<file path="src/rtl/fetch_queue_unit_if.sv">
// Handshake bundle between the fetch unit, instruction memory, decode and the branch unit.
// The master modport is the fetch unit; the slave modport is its environment.
interface fetch_queue_unit_if;
  logic        imem_req;
  logic [31:0] imem_addr;
  logic        imem_ready;
  logic [31:0] imem_rdata;
  logic        inst_valid;
  logic        inst_ready;
  logic [31:0] inst_out;
  logic [31:0] inst_pc;
  logic [31:0] inst_pc8;
  logic        redirect;
  logic [31:0] redirect_target;

  modport master (
    output imem_req, imem_addr, inst_valid, inst_out, inst_pc, inst_pc8,
    input  imem_ready, imem_rdata, inst_ready, redirect, redirect_target
  );

  modport slave (
    input  imem_req, imem_addr, inst_valid, inst_out, inst_pc, inst_pc8,
    output imem_ready, imem_rdata, inst_ready, redirect, redirect_target
  );
endinterface

</file>
<file path="src/rtl/fetch_queue_unit.sv">
// Instruction-fetch stage: owns the PC, fetches words from instruction memory into a small
// FIFO of {pc, word} entries for decode, and restarts at a branch target on redirect.
module fetch_queue_unit #(
  parameter int unsigned DEPTH    = 4,
  parameter logic [31:0] RESET_PC = 32'h0000_0000
) (
  input logic             clk,
  input logic             reset_n,
  fetch_queue_unit_if.master bus
);

  localparam int unsigned PtrW = (DEPTH > 1) ? $clog2(DEPTH) : 1;
  localparam logic [PtrW:0] CountFull = DEPTH[PtrW:0];

  typedef enum logic [0:0] {StRun, StFull} state_e;

  state_e          state_q, state_d;
  logic [31:0]     fetch_pc_q, fetch_pc_d;
  logic [PtrW-1:0] wr_ptr_q, wr_ptr_d;
  logic [PtrW-1:0] rd_ptr_q, rd_ptr_d;
  logic [PtrW:0]   count_q, count_d;

  logic [31:0] word_mem_q [DEPTH];
  logic [31:0] pc_mem_q   [DEPTH];

  logic push, pop;

  // Gated by reset_n so the request drops the instant reset asserts.
  assign bus.imem_req  = reset_n && (state_q == StRun);
  assign bus.imem_addr = fetch_pc_q;

  assign push = bus.imem_req && bus.imem_ready && !bus.redirect;
  assign pop  = bus.inst_valid && bus.inst_ready && !bus.redirect;

  assign bus.inst_valid = (count_q != '0);
  assign bus.inst_out   = bus.inst_valid ? word_mem_q[rd_ptr_q] : 32'h0;
  assign bus.inst_pc    = bus.inst_valid ? pc_mem_q[rd_ptr_q] : 32'h0;
  assign bus.inst_pc8   = bus.inst_valid ? pc_mem_q[rd_ptr_q] + 32'd8 : 32'h0;

  always_comb begin
    fetch_pc_d = fetch_pc_q;
    wr_ptr_d   = wr_ptr_q;
    rd_ptr_d   = rd_ptr_q;
    count_d    = count_q;
    state_d    = state_q;
    if (bus.redirect) begin
      fetch_pc_d = {bus.redirect_target[31:2], 2'b00};
      wr_ptr_d   = '0;
      rd_ptr_d   = '0;
      count_d    = '0;
      state_d    = StRun;
    end else begin
      if (push) begin
        fetch_pc_d = fetch_pc_q + 32'd4;
        wr_ptr_d   = wr_ptr_q + 1'b1;
      end
      if (pop) begin
        rd_ptr_d = rd_ptr_q + 1'b1;
      end
      unique case ({push, pop})
        2'b10:   count_d = count_q + 1'b1;
        2'b01:   count_d = count_q - 1'b1;
        default: count_d = count_q;
      endcase
      state_d = (count_d == CountFull) ? StFull : StRun;
    end
  end

  always_ff @(posedge clk or negedge reset_n) begin
    if (!reset_n) begin
      state_q    <= StRun;
      fetch_pc_q <= RESET_PC;
      wr_ptr_q   <= '0;
      rd_ptr_q   <= '0;
      count_q    <= '0;
    end else begin
      state_q    <= state_d;
      fetch_pc_q <= fetch_pc_d;
      wr_ptr_q   <= wr_ptr_d;
      rd_ptr_q   <= rd_ptr_d;
      count_q    <= count_d;
    end
  end

  // Entry storage needs no reset: it is only visible while count is non-zero.
  always_ff @(posedge clk) begin
    if (push) begin
      word_mem_q[wr_ptr_q] <= bus.imem_rdata;
      pc_mem_q[wr_ptr_q]   <= fetch_pc_q;
    end
  end

endmodule

</file>
<file path="src/flat_wrapper.sv">
// flat-port wrapper written by rule: the top's interface ports become plain ports
module fetch_queue_unit_flat 
#(
  parameter int unsigned DEPTH    = 4,
  parameter logic [31:0] RESET_PC = 32'h0000_0000
)
  (clk, reset_n, bus_imem_req, bus_imem_addr, bus_inst_valid, bus_inst_out, bus_inst_pc, bus_inst_pc8, bus_imem_ready, bus_imem_rdata, bus_inst_ready, bus_redirect, bus_redirect_target);
  fetch_queue_unit_if bus_i ();
  input logic clk;
  input logic reset_n;
  output wire logic [$bits(bus_i.imem_req)-1:0] bus_imem_req;
  output wire logic [$bits(bus_i.imem_addr)-1:0] bus_imem_addr;
  output wire logic [$bits(bus_i.inst_valid)-1:0] bus_inst_valid;
  output wire logic [$bits(bus_i.inst_out)-1:0] bus_inst_out;
  output wire logic [$bits(bus_i.inst_pc)-1:0] bus_inst_pc;
  output wire logic [$bits(bus_i.inst_pc8)-1:0] bus_inst_pc8;
  input wire logic [$bits(bus_i.imem_ready)-1:0] bus_imem_ready;
  input wire logic [$bits(bus_i.imem_rdata)-1:0] bus_imem_rdata;
  input wire logic [$bits(bus_i.inst_ready)-1:0] bus_inst_ready;
  input wire logic [$bits(bus_i.redirect)-1:0] bus_redirect;
  input wire logic [$bits(bus_i.redirect_target)-1:0] bus_redirect_target;
  assign bus_imem_req = bus_i.imem_req;
  assign bus_imem_addr = bus_i.imem_addr;
  assign bus_inst_valid = bus_i.inst_valid;
  assign bus_inst_out = bus_i.inst_out;
  assign bus_inst_pc = bus_i.inst_pc;
  assign bus_inst_pc8 = bus_i.inst_pc8;
  assign bus_i.imem_ready = bus_imem_ready;
  assign bus_i.imem_rdata = bus_imem_rdata;
  assign bus_i.inst_ready = bus_inst_ready;
  assign bus_i.redirect = bus_redirect;
  assign bus_i.redirect_target = bus_redirect_target;
  fetch_queue_unit #(.DEPTH(DEPTH), .RESET_PC(RESET_PC)) u_core (.clk(clk), .reset_n(reset_n), .bus(bus_i));
endmodule
</file>
<file path="config.mk">
export PLATFORM = sky130hd
export DESIGN_NAME = fetch_queue_unit_flat
export DESIGN_NICKNAME = d
export VERILOG_FILES = /design/src/rtl/fetch_queue_unit_if.sv /design/src/rtl/fetch_queue_unit.sv /design/src/flat_wrapper.sv
export SDC_FILE = /design/constraint.sdc
export NUM_CORES = 1
export LEC_CHECK = 0
export CORE_ASPECT_RATIO = 0.7
export CORE_MARGIN = 2
export CORE_UTILIZATION = 25
export CTS_BUF_LIST = sky130_fd_sc_hd__clkbuf_2
export DETAILED_ROUTE_END_ITERATION = 8
export GPL_TIMING_DRIVEN = 1
export SETUP_SLACK_MARGIN = 0.5
export SLEW_MARGIN = 25
export SYNTH_ARGS = -nofsm -noshare
export SYNTH_HDL_FRONTEND = slang
export SYNTH_SLANG_ARGS = --single-unit
export TNS_END_PERCENT = 30
</file>
<file path="constraint.sdc">
create_clock -name clk -period 3.2 [get_ports clk]
set_input_delay 0.96 -clock clk [delete_from_list [all_inputs] [get_ports clk]]
set_output_delay 0.96 -clock clk [all_outputs]
set_load 0.01 [all_outputs]
</file>
==> results.txt, run 1 <==
Final setup viols -> 93
RD Place Congestion -> 0.763
CP Capture Type -> primary output
Relative slew margins -> 0.332
# diodes -> 0
number of global-route vias before repair -> 8,167
Starting Density -> 0.255
die span in y -> 189 µm
met3 GRT Util -> 0.0410
number of flops mapped to enable cells by yosys -> 248
FFs w/ async S/R, synth -> 0.133
WL/cell -> 19.2 µm
design area -> 0.0169 mm²
met1 usage -> 0.191
Post-Layout Cell Count -> 1,799
global-route usage over all layers -> 0.136
max cap viols -> 0
Overflow after GRT -> 0
largest net degree at the start of global routing -> 41
clock tree buffer depth -> 3
Root Buffer -> clkbuf_2
final max-slew violation count -> 0
DRC -> 0
via count -> 7,891
pre-CTS setup slack -> -0.658 ns
Rows -> 67
worst-margin pin slew -> 0.995 ns
Unique masters post-synth -> 40
Total Nets Final -> 1,169
H-tree levels -> 3
post-synthesis sequential area ratio -> 0.686
total core area -> 0.0481 mm²
Leakage -> 6.13 nW
Final Hold Fails -> 0
Buffers on Ports -> 190
Setup CP Type -> register to primary output
Synth top cells by count -> edfxtp_1, and2_1, mux4_2
initial DRC count -> 619
Clock transition at path regs -> 0.09 ns
Setup TNS -> -64.39 ns
post-DP HPWL -> 22.5 mm
Placed Area -> 0.0156 mm²
Cells after Synth -> 747
critical path data arrival time -> 3.35 ns
top post-synthesis cells by area -> edfxtp_1, mux4_2, dfrtp_1
Pwr per Cell Area -> 483 mW/mm²
remaining antenna violation count -> 0
Synth Flop Type -> edfxtp_1
average size of a mapped cell -> 16.4 µm²
Max Fclk -> 232 MHz
met2 usage -> 0.203
DR vias/cell -> 4.39
Worst Hold Class -> input pin to async pin
skew final -> 0.0850 ns
Critical Path Fanout Max -> 11
yosys warns -> 0
GRT Max-Usage Layer -> met2
total wire length -> 34.6 mm
Critical Path RT -> 2.24 ns
period utilisation layout -> 1.35
CTS Sinks -> 286
status -> finished, violations left
worst vdd ir -> 0.000208 V
1st-pass router iterations -> 5
antenna violations before repair -> 0
I/O Pins -> 199
min Tclk post-route -> 4.31 ns
Synth Register Bits -> 286
Num CTS Buffers -> 73
Pwr Total -> 8.18 mW
RSZ-0062 raised after global routing -> yes
Fill cells -> 4,690
failing checks -> negative setup slack
Die Area -> 0.0508 mm²
area grow syn2layout -> 38.3%
area share of the largest cell type after synthesis -> 0.608
Worst Slack Setup Final -> -1.11 ns
largest area contributor in the netlist -> edfxtp_1
clk_lat worst skew -> 0.90 ns
Startpoint Class -> register
CTS tree -> built
layout cells sized above 1 -> 0.434
most frequent cell after synthesis -> edfxtp_1
Die Wd -> 269 µm
Post-Syn Area -> 0.0122 mm²
first-pass GRT wire length -> 51.2 mm
Placed Instances -> 1,639
[kinds of logic (layout without fill, tap and decap cells)]
logic type      after synthesis  in the layout  share of synthesized area
compound gates               47             47                     0.0194
xor+xnor                     45             45                     0.0322
fa+ha+maj                     8              8                    0.00878
buf+inv                      53            443                     0.0225
flops                       286            286                      0.686
mux                          73             73                      0.126
other cells                   1              6                   0.000306
simple gates                234            236                      0.106
[critical path: stages (launching register included)]
cell	delay, ns
dfrtp_4	0.52
buf_12	0.17
mux4_2	0.39
ha_4	0.14
and3_4	0.22
nand4_4	0.21
buf_6	0.19
or3_4	0.37
a21oi_2	0.11
buf_2	0.14
[repair_timing]
| item | in CTS | in global routing |
|---|---|---|
| setup endpoints to repair | 126 | 101 |
| hold endpoints to repair | 38 | 0 |
| gates cloned | 3 | 0 |
| resized for setup | 526 | 31 |
| setup buffers | 22 | 7 |
| pin swaps | 29 | 12 |
| hold buffers | 1 | 0 |
[final timing paths]
path / startpoint / endpoint / slack (ns) / depth (start not counted)
setup / recovery: u_core.rd_ptr_q[0] / bus_inst_pc8[19] / -1.11 / 9
hold / removal: reset_n / u_core.bus.imem_addr[5] / 0.46 / 2
setup reg to reg: u_core.count_q[1] / u_core.state_q / 0.58 / 12
hold reg to reg: u_core.bus.imem_addr[3] / u_core.pc_mem_q[0][3] / 0.53 / 0
max in group asynchronous: reset_n / u_core.bus.imem_addr[2] / 2.21 / 3
min in group clk: u_core.bus.imem_addr[3] / u_core.pc_mem_q[0][3] / 0.53 / 0
[flip-flops by register name (all words and copies together) (netlist names)]
signal,cells
u_core.word_mem_q,128
u_core.wr_ptr_q,2
u_core.state_q,1
u_core.rd_ptr_q,2
u_core.pc_mem_q,120
u_core.bus.imem_addr,30
u_core.count_q,3
[metal layers]
layer	routed length (µm)	vias up	share of wire
met5	0	-	0
met4	488	0	0.014
met3	2240	49	0.065
met2	15700	256	0.45
met1	16200	4001	0.47
li1	-	3585	-
[area by class of cell]
class | count | area (µm²) | area share
repair buffers | 305 | 2960 | 0.175
clock inverters | 21 | 190 | 0.0112
clock buffers | 106 | 531 | 0.0313
flip-flops and latches | 286 | 8440 | 0.498
well taps | 655 | 820 | 0.0484
inverters | 11 | 48.8 | 0.00288
multi-input cells | 415 | 3950 | 0.233
[stage by stage]
stage               utilization  hold WS [ns]
detailed placement        0.325         0.575
global placement          0.325         0.556
floorplan                     -         0.504
CTS                       0.349         0.299
finish                    0.352         0.464
global route              0.352         0.337
[layout by cell type (no fill, tap or decap), drive strengths merged]
cell | Yosys | routed
o21ai | 37 | 37
nor3b | 2 | 2
nand3b | 1 | 1
xnor2 | 10 | 10
buf | 23 | 202
fa | 1 | 1
nand2 | 42 | 42
and3 | 8 | 8
nand4b | 2 | 3
mux4 | 62 | 62
nand3 | 25 | 25
a31oi | 2 | 2
clkinv | 0 | 16
nor2b | 1 | 1
or3 | 8 | 8
and4 | 7 | 7
conb | 1 | 6
a21oi | 8 | 8
dfrtp | 38 | 38
nand4 | 17 | 18
nor4 | 1 | 1
inv | 11 | 12
edfxtp | 248 | 248
clkdlybuf4s50 | 0 | 91
mux2i | 2 | 2
and2 | 67 | 67
dlygate4sd3 | 0 | 1
nor2 | 41 | 41
ha | 7 | 7
clkdlybuf4s15 | 0 | 4
bufinv | 0 | 4
clkbuf | 19 | 108
dlygate4sd2 | 0 | 5
xor2 | 35 | 35
mux2 | 9 | 9
nor3 | 12 | 12
[where the power goes]
part	total [mW]	leakage [nW]	switching [mW]	internal (mW)
Combinational	1.19	2.92	0.566	0.628
Clock	2.71	0.531	1.51	1.20
Sequential	4.27	2.68	0.109	4.16
Total	8.18	6.13	2.18	6.00
No activity file was read; power rests on OpenSTA's default activity.
==> inputs of run 2 (changes only) <==
ABC_AREA = 1   (was default)
ABC_CLOCK_PERIOD_IN_PS = 3200   (was default)
CORE_UTILIZATION = 51   (was 25)
PLACE_DENSITY = 0.79   (was default)
==> run 2 against run 1 <==
  * Maximum frequency rose by 3.8%
  * Critical path depth rose by 6
  * Global-route usage up 17 points
  * Wire length rose by 44%
  * Cell area is 17% higher
  * Clock-buffer cell count shrank 12
  * The run still ends with negative setup slack left
==> results.txt, run 2 <==
global-route usage over all layers -> 0.307
Unique masters post-synth -> 40
Starting Density -> 0.516
via count -> 13,400
RD Place Congestion -> 0.951
layout cells sized above 1 -> 0.365
Startpoint Class -> register
Post-Synth XOR/XNOR Area -> 0.0153
Num CTS Buffers -> 69
Worst Slack Setup Final -> -0.952 ns
area grow syn2layout -> 44.3%
clock tree buffer depth -> 3
largest area contributor in the netlist -> edfxtp_1
Final Hold Fails -> 0
most common cell after layout, fill and taps aside -> nand2_1
RSZ-0062 raised after global routing -> yes
period utilisation layout -> 1.30
min Tclk post-route -> 4.15 ns
Clock transition at path regs -> 0.13 ns
post-synthesis sequential area ratio -> 0.612
Cell Chain, Critical Path -> clkinv_8, buf_12, buf_16, buf_12, nand2_1, nand3_2, nand2_4, nand2_2, nor2_2, nand2_2, nor2_4, nand3_1, nand2_1, nor2_1, buf_2
Largest register FFs -> 128
Setup CP Type -> register to primary output
Overflow after GRT -> 0
Die Area -> 0.0282 mm²
Buffers on Ports -> 190
critical path data arrival time -> 3.19 ns
Total Nets Final -> 1,990
critical path's top delay family -> simple AND/OR/NAND/NOR gates
FF-to-FF Start -> u_core.count_q[1]
Fin Hold WS -> 0.276 ns
skew final -> 0.0792 ns
Synth Area in Compound Gates -> 0.0680
commonest non-fill, non-tap cells in the layout -> nand2_1, edfxtp_1, nor2_1
largest family of logic cells by synthesized area -> simple AND/OR/NAND/NOR gates
status -> finished, violations left
Synth Register Bits -> 286
antenna violations before repair -> 2
total core area -> 0.0266 mm²
Critical Path Fanout Max -> 8
first-pass GRT wire length -> 65.0 mm
WL/cell -> 21.4 µm
CP max stage delay -> 0.50 ns
CP Capture Type -> primary output
slowest CP cell -> dfrtp_4
largest register by flop count -> u_core.word_mem_q
die span in y -> 141 µm
Max Fclk -> 241 MHz
Die Wd -> 200 µm
Rows -> 50
Post-Layout Cell Count -> 2,324
Leakage -> 8.56 nW
Post-Syn Area -> 0.0137 mm²
Pwr per Cell Area -> 487 mW/mm²
WP buf/inv -> 5
final max-slew violation count -> 0
1st-pass router iterations -> 8
post-DP HPWL -> 26.4 mm
Synth top cells by count -> nand2_1, nor2_1, edfxtp_1
total wire length -> 49.8 mm
Post-Synth Adder-Cell Area -> 0.00784
H-tree levels -> 3
R2R depth -> 14
CTS Sinks -> 286
FFs w/ async S/R, synth -> 0.133
average size of a mapped cell -> 9.31 µm²
max cap viols -> 0
R2R setup slack -> 0.79 ns
Placed Instances -> 2,120
Critical Path RT -> 2.24 ns
DR vias/cell -> 5.76
remaining antenna violation count -> 0
multiplexer share of the synthesized area -> 0
largest net degree at the start of global routing -> 68
reg2reg end -> u_core.state_q
failing checks -> negative setup slack
number of global-route vias before repair -> 11,900
number of flops mapped to enable cells by yosys -> 248
Root Buffer -> clkbuf_2
most frequent cell after synthesis -> nand2_1
Pwr Total -> 9.63 mW
yosys warns -> 0
Cells after Synth -> 1,473
clk_lat worst skew -> 0.86 ns
top post-synthesis cells by area -> edfxtp_1, nand2_1, nor2_1
CTS tree -> built
Worst Hold Class -> input pin to async pin
worst vdd ir -> 0.000275 V
simple-gate share of the synthesized area -> 0.246
DRC -> 0
area share of the largest cell type after synthesis -> 0.543
I/O Pins -> 199
Final setup viols -> 92
initial DRC count -> 1,937
Synth Flop Type -> edfxtp_1
==> run 2: cell types whose count changed after synthesis, sizes merged, moves of 16 or more <==
| cell | before | now |
|---|---|---|
| buf | 23 | 44 |
| mux4 | 62 | 0 |
| xor2 | 35 | 19 |
| nand2 | 42 | 453 |
| o21ai | 37 | 89 |
| a21oi | 8 | 59 |
| nand3 | 25 | 88 |
| and2 | 67 | 0 |
| inv | 11 | 70 |
| nor2 | 41 | 268 |
==> run 2: report_power, final <==
group | total [mW] | leakage (nW) | switching, mW | internal [mW]
registers | 4.35 | 2.68 | 0.163 | 4.19
logic | 2.83 | 5.41 | 1.59 | 1.23
clock network | 2.46 | 0.463 | 1.50 | 0.961
==> run 2: final cells by class <==
cell class / count / area [µm²]
Timing Repair inverter: 2 / 20.0
Clock inverter: 23 / 156
Inverter: 70 / 288
Fill cell: 1673 / 6790
Timing Repair Buffer: 435 / 4250
Multi-Input combinational cell: 1049 / 5720
Sequential cell: 286 / 8440
Tap cell: 364 / 455
Antenna cell: 1 / 2.50
Clock buffer: 94 / 470
==> run 2: logic make-up (layout without fill, tap and decap cells) <==
logic type | count (synthesis) | in the layout
AOI/OAI and AO/OA | 173 | 173
xor gates and xnor gates | 24 | 24
adders and majority gates | 8 | 8
buffers and inverters | 143 | 624
DFF | 286 | 286
other | 1 | 7
and+or+nand+nor | 838 | 838
==> run 2: worst max-delay path by stage <==
stage,startpoint,end,slack [ns],cells past startpoint
6_report,u_core.rd_ptr_q[0],bus_inst_pc8[22],-0.95,15
3_3_place_gp,u_core.rd_ptr_q[0],bus_inst_pc8[15],-0.38,13
2_1_floorplan,reset_n,u_core.pc_mem_q[0][10],0.25,5
4_1_cts,u_core.rd_ptr_q[0],bus_inst_pc8[29],-0.81,16
3_5_place_dp,u_core.rd_ptr_q[0],bus_inst_pc8[15],-0.42,13
5_1_grt,u_core.rd_ptr_q[0],bus_inst_pc8[22],-1.20,15
==> run 2: metal layers <==
| layer | up-vias | wire length (µm) | track usage |
|---|---|---|---|
| li1 | 5834 | - | - |
| met1 | 6237 | 18800 | 0.453 |
| met2 | 1071 | 21800 | 0.447 |
| met3 | 247 | 6940 | 0.0687 |
| met4 | 0 | 2210 | 0.110 |
| met5 | - | 0 | 0 |
==> run 2: worst register-to-register path, delay by kind of cell (launching register included) <==
kind / cells / cell delay, ns
AND/OR/NAND/NOR: 7 / 0.79
adder cells (fa/ha/maj): 2 / 0.55
flip-flops: 1 / 0.42
AO/OA/AOI/OAI: 2 / 0.26
buffers and inverters: 3 / 0.33
==> run 2: repair_timing <==
item                       in CTS  in global routing
buffers inserted               41                 27
resized for setup             533                297
pin swaps                      89                 90
hold buffers                    0                  0
setup endpoints to repair     124                125
cloned                         11                  7
==> run 2: per-stage QoR <==
step,util,setup slack [ns],setup TNS (ns),area (µm²)
5_1_grt,0.745,-1.20,-52.73,19800
3_3_place_gp,0.644,-0.383,-7.01,17100
3_5_place_dp,0.644,-0.423,-8.14,17100
6_report,0.745,-0.952,-37.29,19800
2_1_floorplan,-,0.255,0,13800
4_1_cts,0.703,-0.815,-41.48,18700
